**src/rtl/mha_sa_pkg.sv**
```systemverilog
// Shared types for the systolic-array skew feeder: FSM state encoding and default lane width.
package mha_sa_pkg;

  typedef enum logic [2:0] {
    IDLE,
    CLR,
    FEED,
    FLUSH,
    DONE
  } feeder_state_t;

  localparam int D_W_DEF = 16;

endpackage

```
**src/rtl/sa_skew_feeder_if.sv**
```systemverilog
// Controller <-> feeder handshake bundle. The feeder side uses the slave modport.
interface sa_skew_feeder_if
  import mha_sa_pkg::*;
#(
  parameter int D_W = D_W_DEF,
  parameter int N   = 8,
  parameter int K_W = 10
);

  logic               I_START;
  logic [K_W-1:0]     I_K;
  logic               I_VLD;
  logic [N*D_W-1:0]   I_DATA;
  logic               O_RDY;
  logic [N-1:0]       O_VLD;
  logic [N*D_W-1:0]   O_DATA;
  logic               O_CLR;
  logic               O_BUSY;
  logic               O_DONE;

  modport slave (
    input  I_START, I_K, I_VLD, I_DATA,
    output O_RDY, O_VLD, O_DATA, O_CLR, O_BUSY, O_DONE
  );

  modport master (
    output I_START, I_K, I_VLD, I_DATA,
    input  O_RDY, O_VLD, O_DATA, O_CLR, O_BUSY, O_DONE
  );

endinterface

```
**src/rtl/skew_delay_line.sv**
```systemverilog
// Valid+data shift register of DEPTH stages; data is zeroed on entry when the slot is invalid.
module skew_delay_line
  import mha_sa_pkg::*;
#(
  parameter int D_W   = D_W_DEF,
  parameter int DEPTH = 1
) (
  input  logic                  I_CLK,
  input  logic                  I_ASYN_RSTN,
  input  logic                  I_SYNC_RSTN,
  input  logic                  i_vld,
  input  logic signed [D_W-1:0] i_data,
  output logic                  o_vld,
  output logic signed [D_W-1:0] o_data
);

  logic [DEPTH-1:0]      vld_q, vld_d;
  logic signed [D_W-1:0] data_q [DEPTH];
  logic signed [D_W-1:0] data_d [DEPTH];

  always_comb begin
    vld_d = '0;
    for (int k = 0; k < DEPTH; k++) begin
      data_d[k] = '0;
    end
    // Masking at the entry stage keeps every downstream invalid slot at zero.
    vld_d[0]  = i_vld;
    data_d[0] = i_vld ? i_data : '0;
    for (int k = 1; k < DEPTH; k++) begin
      vld_d[k]  = vld_q[k-1];
      data_d[k] = data_q[k-1];
    end
  end

  always_ff @(posedge I_CLK or negedge I_ASYN_RSTN) begin
    if (!I_ASYN_RSTN) begin
      vld_q <= '0;
      for (int k = 0; k < DEPTH; k++) begin
        data_q[k] <= '0;
      end
    end else if (!I_SYNC_RSTN) begin
      vld_q <= '0;
      for (int k = 0; k < DEPTH; k++) begin
        data_q[k] <= '0;
      end
    end else begin
      vld_q <= vld_d;
      for (int k = 0; k < DEPTH; k++) begin
        data_q[k] <= data_d[k];
      end
    end
  end

  assign o_vld  = vld_q[DEPTH-1];
  assign o_data = data_q[DEPTH-1];

endmodule

```
**src/rtl/sa_skew_feeder.sv**
```systemverilog
// Systolic-array edge feeder: per tile clears the PEs, feeds K vectors with lane i delayed by
// i cycles, waits for the skew to drain, then pulses done.
module sa_skew_feeder
  import mha_sa_pkg::*;
#(
  parameter int D_W = D_W_DEF,
  parameter int N   = 8,
  parameter int K_W = 10
) (
  input  logic            I_CLK,
  input  logic            I_ASYN_RSTN,
  input  logic            I_SYNC_RSTN,
  sa_skew_feeder_if.slave bus
);

  localparam int FL_W = $clog2(N);

  feeder_state_t     state_q, state_d;
  logic [K_W-1:0]    k_q, k_d;
  logic [K_W-1:0]    beat_cnt_q, beat_cnt_d;
  logic [FL_W-1:0]   flush_cnt_q, flush_cnt_d;
  logic              rdy_q, rdy_d;
  logic              clr_q, clr_d;
  logic              busy_q, busy_d;
  logic              done_q, done_d;
  logic              accept;
  logic [N-1:0]      lane_vld;
  logic [N*D_W-1:0]  lane_data;

  // O_RDY is registered and only ever high in FEED, so it doubles as the state qualifier.
  assign accept = bus.I_VLD & rdy_q;

  always_comb begin
    state_d     = state_q;
    k_d         = k_q;
    beat_cnt_d  = beat_cnt_q;
    flush_cnt_d = flush_cnt_q;
    case (state_q)
      IDLE: begin
        if (bus.I_START) begin
          state_d    = CLR;
          k_d        = bus.I_K;
          beat_cnt_d = '0;
        end
      end
      CLR: begin
        state_d = (k_q != '0) ? FEED : DONE;
      end
      FEED: begin
        if (accept) begin
          beat_cnt_d = beat_cnt_q + K_W'(1);
          if (beat_cnt_d == k_q) begin
            state_d     = FLUSH;
            flush_cnt_d = '0;
          end
        end
      end
      FLUSH: begin
        // The last beat reaches lane N-1's output after N cycles in FLUSH.
        if (flush_cnt_q == FL_W'(N-1)) begin
          state_d = DONE;
        end else begin
          flush_cnt_d = flush_cnt_q + FL_W'(1);
        end
      end
      DONE: begin
        state_d = IDLE;
      end
      default: begin
        state_d = IDLE;
      end
    endcase
    rdy_d  = (state_d == FEED);
    clr_d  = (state_d == CLR);
    done_d = (state_d == DONE);
    busy_d = (state_d != IDLE);
  end

  always_ff @(posedge I_CLK or negedge I_ASYN_RSTN) begin
    if (!I_ASYN_RSTN) begin
      state_q <= IDLE;
    end else if (!I_SYNC_RSTN) begin
      state_q <= IDLE;
    end else begin
      state_q <= state_d;
    end
  end

  always_ff @(posedge I_CLK or negedge I_ASYN_RSTN) begin
    if (!I_ASYN_RSTN) begin
      k_q         <= '0;
      beat_cnt_q  <= '0;
      flush_cnt_q <= '0;
      rdy_q       <= 1'b0;
      clr_q       <= 1'b0;
      busy_q      <= 1'b0;
      done_q      <= 1'b0;
    end else if (!I_SYNC_RSTN) begin
      k_q         <= '0;
      beat_cnt_q  <= '0;
      flush_cnt_q <= '0;
      rdy_q       <= 1'b0;
      clr_q       <= 1'b0;
      busy_q      <= 1'b0;
      done_q      <= 1'b0;
    end else begin
      k_q         <= k_d;
      beat_cnt_q  <= beat_cnt_d;
      flush_cnt_q <= flush_cnt_d;
      rdy_q       <= rdy_d;
      clr_q       <= clr_d;
      busy_q      <= busy_d;
      done_q      <= done_d;
    end
  end

  for (genvar i = 0; i < N; i++) begin : g_lane
    skew_delay_line #(
      .D_W   (D_W),
      .DEPTH (i + 1)
    ) u_delay (
      .I_CLK       (I_CLK),
      .I_ASYN_RSTN (I_ASYN_RSTN),
      .I_SYNC_RSTN (I_SYNC_RSTN),
      .i_vld       (accept),
      .i_data      (bus.I_DATA[i*D_W +: D_W]),
      .o_vld       (lane_vld[i]),
      .o_data      (lane_data[i*D_W +: D_W])
    );
  end

  assign bus.O_RDY  = rdy_q;
  assign bus.O_VLD  = lane_vld;
  assign bus.O_DATA = lane_data;
  assign bus.O_CLR  = clr_q;
  assign bus.O_BUSY = busy_q;
  assign bus.O_DONE = done_q;

endmodule

```
**src/flat_wrapper.sv**
```systemverilog
// flat-port wrapper written by rule: the top's interface ports become plain ports
module sa_skew_feeder_flat import mha_sa_pkg::*;
#(
  parameter int D_W = D_W_DEF,
  parameter int N   = 8,
  parameter int K_W = 10
)
  (I_CLK, I_ASYN_RSTN, I_SYNC_RSTN, bus_I_START, bus_I_K, bus_I_VLD, bus_I_DATA, bus_O_RDY, bus_O_VLD, bus_O_DATA, bus_O_CLR, bus_O_BUSY, bus_O_DONE);
  sa_skew_feeder_if #(.D_W(D_W), .N(N), .K_W(K_W)) bus_i ();
  input  logic I_CLK;
  input  logic I_ASYN_RSTN;
  input  logic I_SYNC_RSTN;
  input wire logic [$bits(bus_i.I_START)-1:0] bus_I_START;
  input wire logic [$bits(bus_i.I_K)-1:0] bus_I_K;
  input wire logic [$bits(bus_i.I_VLD)-1:0] bus_I_VLD;
  input wire logic [$bits(bus_i.I_DATA)-1:0] bus_I_DATA;
  output wire logic [$bits(bus_i.O_RDY)-1:0] bus_O_RDY;
  output wire logic [$bits(bus_i.O_VLD)-1:0] bus_O_VLD;
  output wire logic [$bits(bus_i.O_DATA)-1:0] bus_O_DATA;
  output wire logic [$bits(bus_i.O_CLR)-1:0] bus_O_CLR;
  output wire logic [$bits(bus_i.O_BUSY)-1:0] bus_O_BUSY;
  output wire logic [$bits(bus_i.O_DONE)-1:0] bus_O_DONE;
  assign bus_i.I_START = bus_I_START;
  assign bus_i.I_K = bus_I_K;
  assign bus_i.I_VLD = bus_I_VLD;
  assign bus_i.I_DATA = bus_I_DATA;
  assign bus_O_RDY = bus_i.O_RDY;
  assign bus_O_VLD = bus_i.O_VLD;
  assign bus_O_DATA = bus_i.O_DATA;
  assign bus_O_CLR = bus_i.O_CLR;
  assign bus_O_BUSY = bus_i.O_BUSY;
  assign bus_O_DONE = bus_i.O_DONE;
  sa_skew_feeder #(.D_W(D_W), .N(N), .K_W(K_W)) u_core (.I_CLK(I_CLK), .I_ASYN_RSTN(I_ASYN_RSTN), .I_SYNC_RSTN(I_SYNC_RSTN), .bus(bus_i));
endmodule
```
**config.mk**
```make
export PLATFORM = sky130hd
export DESIGN_NAME = sa_skew_feeder_flat
export DESIGN_NICKNAME = d
export VERILOG_FILES = /design/src/rtl/mha_sa_pkg.sv /design/src/rtl/sa_skew_feeder_if.sv /design/src/rtl/skew_delay_line.sv /design/src/rtl/sa_skew_feeder.sv /design/src/flat_wrapper.sv
export SDC_FILE = /design/constraint.sdc
export NUM_CORES = 1
export LEC_CHECK = 0
export ABC_AREA = 1
export CELL_PAD_IN_SITES_DETAIL_PLACEMENT = 0
export CELL_PAD_IN_SITES_GLOBAL_PLACEMENT = 1
export CORE_AREA = 2 2 244 246
export DETAILED_ROUTE_END_ITERATION = 6
export DIE_AREA = 0 0 246 248
export PLACE_DENSITY_LB_ADDON = 0.1
export REMOVE_ABC_BUFFERS = 1
export SLEW_MARGIN = 20
export SYNTH_ARGS = -nofsm -noshare
export SYNTH_HDL_FRONTEND = slang
export SYNTH_HIERARCHICAL = 1
export SYNTH_SLANG_ARGS = --single-unit
```
**constraint.sdc**
```tcl
create_clock -name I_CLK -period 1.9 [get_ports I_CLK]
set_input_delay 0.285 -clock I_CLK [delete_from_list [all_inputs] [get_ports I_CLK]]
set_output_delay 0.285 -clock I_CLK [all_outputs]
set_load 0.03 [all_outputs]
```
Word-level counts from Yosys, hierarchy flattened:

Index checks and enable logic that the tools add are counted.

* logic and storage cells: 124
* input port bits: 143
* bits in registers: 642
* output and inout bits: 140

* bitwise logic cells: 1
* add/subtract/negate cells: 2
* eq/ne operators: 16
* muxes and demuxes: 47
* reductions and logical operators: 6

Operators by type and width (number)
* 16-bit 2-to-1 mux: 9
* 128-bit 2-to-1 mux: 1
* 112-bit 2-to-1 mux: 1
* 96-bit 2-to-1 mux: 1
* 80-bit 2-to-1 mux: 1
* 64-bit 2-to-1 mux: 1
* 10-bit 2-to-1 mux: 6
* 48-bit 2-to-1 mux: 1
* 3-bit 2-to-1 mux: 11
* 32-bit 2-to-1 mux: 1
* 10-bit case mux with 2 select lines: 1
* 3-bit case mux with 4 select lines: 1
* 10-bit by 1-bit adder with 10-bit output, second input constant: 1
* 10-bit == test: 1
* 10-bit nonzero test: 1
* 3-bit by 2-bit == test with 1-bit output, second input constant: 3
* 3-bit != test, second input constant: 3
* 8-bit 2-to-1 mux: 1
* 7-bit 2-to-1 mux: 1
* 3-bit by 1-bit == test with 1-bit output, second input constant: 2
* 3-bit == test, second input constant: 2
* 6-bit 2-to-1 mux: 1
* 3-bit by 1-bit != test with 1-bit output, second input constant: 2
* 3-bit case mux with 2 select lines: 1
* other kinds (13): 18

Longest topological paths before layout:

* depth after elaboration: 7
* depth in mapped cells: 13
* mapped depth without buffers: 13

Hierarchy:

The synthesis kept the hierarchy.

By module, submodules not included
* skew_delay_line (u_core.g_lane[7].u_delay): area each 4574.4 µm², instances 1, cells an instance 422, sequential area each 3403.3 µm²
* skew_delay_line (u_core.g_lane[6].u_delay): area each 3953.8 µm², instances 1, cells an instance 369, sequential area each 2977.9 µm²
* skew_delay_line (u_core.g_lane[5].u_delay): area each 3423.3 µm², instances 1, cells an instance 317, sequential area each 2552.4 µm²
* skew_delay_line (u_core.g_lane[4].u_delay): area each 2841.5 µm², instances 1, cells an instance 264, sequential area each 2127.0 µm²
* skew_delay_line (u_core.g_lane[3].u_delay): area each 2364.8 µm², instances 1, cells an instance 211, sequential area each 1701.6 µm²
* skew_delay_line (u_core.g_lane[2].u_delay): area each 1796.7 µm², instances 1, cells an instance 158, sequential area each 1276.2 µm²
* sa_skew_feeder: area each 1773.0 µm², instances 1, cells an instance 235, sequential area each 750.7 µm²
* skew_delay_line (u_core.g_lane[1].u_delay): area each 1228.7 µm², instances 1, cells an instance 105, sequential area each 850.8 µm²
* skew_delay_line (u_core.g_lane[0].u_delay): area each 594.3 µm², instances 1, cells an instance 52, sequential area each 425.4 µm²

Worst setup path after synthesis:

Ideal clock, no wire load.

* path type: register to register
* from: register u_core.rdy_q, in the netlist u_core/bus.O_RDY
* to: register u_core.flush_cnt_q[0]
* data arrival time: 1974 ps
* required time: 1784 ps
* path buffers: 0
* period minus slack after synthesis: 2091 ps
* setup slack: -191 ps
* stages on the path, launching flop included: 12
* setup time: 116 ps
* cell sequence: dfrtp_1 > nand2_1 > inv_1 > nand2_1 > nor2_1 > nand2_1 > nor2_2 > nand3_4 > nor2_4 > nand4_4 > nand3_1 > nand2_1

* cells in the longest elaborated chain, start to end: 3

RTL lines
* start, declared: RTL line sa_skew_feeder.sv:22 `logic rdy_q, rdy_d;`
* start signal, assigned: RTL line sa_skew_feeder.sv:110 `rdy_q <= rdy_d;`
* 1-bit AND: RTL line sa_skew_feeder.sv:31 `assign accept = bus.I_VLD & rdy_q;`
* net u_core.accept: RTL line sa_skew_feeder.sv:26 `logic accept;`
* 3-bit != test (no source line)
* 4-bit AND reduction (no source line)
* end signal, assigned: RTL line sa_skew_feeder.sv:109 `flush_cnt_q <= flush_cnt_d;`
* end, declared: RTL line sa_skew_feeder.sv:21 `logic [FL_W-1:0] flush_cnt_q, flush_cnt_d;`

The timed path passes the listed nets, and every way through them passes these cells.
A chain may end at the register's enable or synchronous reset.

Final worst setup path:

* from: register u_core.g_lane[6].u_delay.data_q, in the netlist u_core/g_lane[6].u_delay/o_data[11]
* to: output port bus_O_DATA[107]

RTL lines
* start, declared: RTL line skew_delay_line.sv:18 `logic signed [D_W-1:0] data_q [DEPTH];`
* start signal, assigned by index: RTL line skew_delay_line.sv:49 `data_q[k] <= data_d[k];`
* end, declared: RTL line flat_wrapper.sv:19 `output wire logic [$bits(bus_i.O_DATA)-1:0] bus_O_DATA;`

No word-level cell between the ends.

==> key figures <==
Status
  • Status: finished, final reports clean

STA
  • Final setup viols: 0
  • Final Skew: 0.01652 ns
  • Fmax: 0.5420 GHz
  • Final worst setup slack: 0.05488 ns
  • Max-slew violations: 0
  • Hold slack: 0.1868 ns
  • RSZ-0062 raised after global routing: false
  • Final Cycle Share: 0.9711
  • Worst slew pin tran: 0.8116 ns
  • Slew headroom: 0.4589
  • Post-route minimum period: 1.845 ns
  • Final Hold Fails: 0
  • Setup TNS: 0 ns

Global routing
  • M3 GR Usage: 0.03958
  • Gr busiest metal: met2
  • Met2 Track Usage GR: 0.2340
  • Total congestion overflow: 0
  • First-pass GRT wire length: 68.36 mm
  • Initial antenna violation count: 4
  • GRT Overall Usage: 0.1425
  • Largest net degree at the start of global routing: 143
  • Vias in the first global route: 13,160
  • Met1 usage: 0.1784

Finish
  • Fin nets: 2,607
  • Share of layout cells above drive strength 1: 0.09098
  • N_diodes: 0
  • Filler Cells Inserted: 5,514
  • Layout area overhead: 26.37%

Logic synthesis
  • Main synth FF type: dfrtp_1
  • Syn_area_per_cell: 10.57 µm²
  • Yosys reg bits: 642
  • Post-Syn Instances: 2,133
  • Distinct cells, synth: 31
  • EDFF count, synth: 0
  • Synthesized area: 22,550 µm²
  • Top cells by area, synth: dfrtp_1 (71%), inv_1 (11%), nand2_1 (8.9%), nor2_1 (1.8%), nor2_4 (1.6%)
  • Commonest cells in the synthesized netlist: inv_1 (648), dfrtp_1 (642), nand2_1 (537), nor2_1 (110), nor2_4 (33)
  • Most frequent cell after synthesis: inv_1
  • YS warnings: 6
  • Fraction of registers with async set/reset: 1.000
  • Synth top area share: 0.7124
  • Top cell type by total area after synthesis: dfrtp_1
  • Post-synthesis sequential area ratio: 0.7124

Placed design
  • Port bufs: 282
  • DP Worst Slack: 0.05365 ns
  • Final HPWL DP: 26.67 mm
  • RePlAce Congestion: 0.7727

Worst setup path
  • Critical Path Max Stage Delay: 0.66 ns
  • Worst path slowest cell: clkdlybuf4s50_1
  • Critical Path RT: 1.62 ns
  • Crit-path leading delay family: buffers and inverters
  • CP Launch Type: register
  • Cells along the critical path: clkdlybuf4s50_1
  • CP Class: register to primary output
  • CP Max Fanout: 1
  • CP endpoint kind: primary output
  • Critical Path AT: 1.56 ns
  • Worst path bufs/invs: 1

Routing
  • DR vias: 13,060
  • Final wirelength: 41.79 mm
  • Via density: 3.969
  • Drt first pass iters: 4
  • DR DRC count: 0
  • Wire per inst: 12.70 µm
  • DRT iter0 DRCs: 850
  • Post-DRT Antenna Nets: 0

CTS
  • Clock Sinks: 642
  • CTS Buffer Depth: 3
  • Root buf cell: clkbuf_16
  • Clock latency at the later pin of the worst-skew pair: 0.59 ns
  • TritonCTS buffer count: 70
  • TritonCTS clock tree: built
  • Worst-path clk slew: 0.06 ns
  • H-tree Lvls: 3

Floorplan
  • Initial core utilization: 0.3857
  • # rows: 89
  • Die ar.: 61,010 µm²
  • Die W: 246 µm
  • IO Pins: 283
  • Core Area: 58,460 µm²
  • Die H: 248 µm

Power and ir drop
  • Peak supply drop: 0.6018 mV
  • Int Power: 22.56 mW
  • Sw frac: 0.2155
  • Clock power frac: 0.473
  • P_sw: 6.197 mW
  • Fraction of power consumed by combinational cells: 0.046
  • LEAKAGE: 18.90 nW
  • Pwr per Cell Area: 1009 nW/µm²
  • Seq pwr share: 0.481

Job
  • Max Cap Viol: 0

Worst hold path
  • Hold WC Path Type: input pin to asynchronous set/reset pin
## layout make-up
cell class                      count  area [µm²]  share of cell area
Sequential cell                   642       16070              0.5638
Timing Repair Buffer              320        3189              0.1119
Inverter                          652        2447             0.08588
Multi-Input combinational cell    775        3466              0.1216
Tap cell                          773       967.2             0.03394
Clock buffer                       98        2062             0.07236
Clock inverter                     30       299.0             0.01049
## stage by stage
stage / power (mW) / util / std cells / instance area (µm²)
floorplan: 14.45 / - / 2069 / 21970
global placement: 15.47 / 0.4483 / 3160 / 26210
detailed placement: 15.48 / 0.4483 / 3160 / 26210
finish: 28.76 / 0.4874 / 3290 / 28500
CTS: 29.38 / 0.4864 / 3289 / 28430
global route: 30.06 / 0.4874 / 3290 / 28500
## logic make-up (layout without fill, tap and decap cells)
logic type	Yosys count	after routing	share of synthesized area
DFF	642	642	0.7124
AOI/OAI and AO/OA	25	25	0.006658
and+or+nand+nor	747	747	0.1448
buffers and inverters	716	1100	0.1344
adders and majority gates	3	3	0.001665
## layer usage
layer	routed length, µm	share of wire	up-vias
li1	-	-	6506
met1	17580	0.42	6216
met2	20580	0.49	246
met3	2520	0.060	83
met4	1054	0.025	8
met5	57	0.0014	-
## power by group through the flow
| stage | sequential [mW] | combinational [mW] | clock, mW |
|---|---|---|---|
| floorplan | 14.1 | 0.315 | 0 |
| global placement | 14.1 | 1.38 | 0 |
| detailed placement | 14.1 | 1.39 | 0 |
| CTS | 13.8 | 1.38 | 14.2 |
| global route | 13.8 | 1.50 | 14.7 |
| finish | 13.8 | 1.32 | 13.6 |
## registers in the layout, indices dropped and copies added (netlist names), 3 cells and up
| register | cells |
|---|---|
| u_core/beat_cnt_q | 10 |
| u_core/g_lane.u_delay/o_data | 128 |
| u_core/g_lane.u_delay/data_d | 448 |
| u_core/k_q | 10 |
| u_core/g_lane.u_delay/vld_q | 35 |
| u_core/flush_cnt_q | 3 |
| u_core/state_q | 3 |
## path summary, 6_finish.rpt
path | start | to | slack (ns) | cells after the start
max in group asynchronous | I_ASYN_RSTN | u_core/g_lane[3].u_delay/data_d[45]$_DFF_PN0_ | 0.92 | 3
worst min register to register | u_core/g_lane[6].u_delay/vld_q[0]$_DFF_PN0_ | u_core/g_lane[6].u_delay/vld_q[1]$_DFF_PN0_ | 0.42 | 2
worst min-delay path | I_ASYN_RSTN | u_core/g_lane[7].u_delay/o_data[9]$_DFF_PN0_ | 0.19 | 2
worst max register to register | u_core/beat_cnt_q[1]$_DFFE_PN0P_ | u_core/flush_cnt_q[1]$_DFFE_PN0P_ | 0.19 | 13
min in group I_CLK | I_SYNC_RSTN | u_core/g_lane[7].u_delay/o_data[9]$_DFF_PN0_ | 0.19 | 4
worst max-delay path | u_core/g_lane[6].u_delay/o_data[11]$_DFF_PN0_ | bus_O_DATA[107] | 0.05 | 1
## timing repair
action,4_1_cts,5_1_grt
hold buffers,1,0
hold endpoints to repair,187,0
pin swaps,0,3
gates resized for setup,119,19
buffers inserted,0,1
endpoints found under the setup margin,119,20
## placed cells by master, fill, tap and decap left out, types with 2 or more instances in the layout
| master | count |
|---|---|
| nand2_8 | 3 |
| nor3_1 | 3 |
| dfrtp_1 | 642 |
| nand2_2 | 14 |
| o21ai_1 | 5 |
| clkdlybuf4s50_1 | 144 |
| nor2_4 | 33 |
| clkbuf_8 | 12 |
| buf_12 | 14 |
| bufinv_16 | 5 |
| nand2_1 | 537 |
| dlymetal6s2s_1 | 17 |
| dlygate4sd2_1 | 119 |
| nand3_1 | 27 |
| o22ai_1 | 4 |
| clkinv_2 | 20 |
| clkinvlp_4 | 2 |
| buf_8 | 2 |
| clkbuf_1 | 12 |
| buf_4 | 23 |
| inv_1 | 648 |
| nor2_1 | 110 |
| ha_1 | 2 |
| inv_6 | 2 |
| clkbuf_16 | 74 |
| nand2_4 | 2 |
| nor2_2 | 12 |
| o21ai_0 | 12 |
| inv_2 | 4 |
Note: power is estimated with default switching activity, not from simulation.
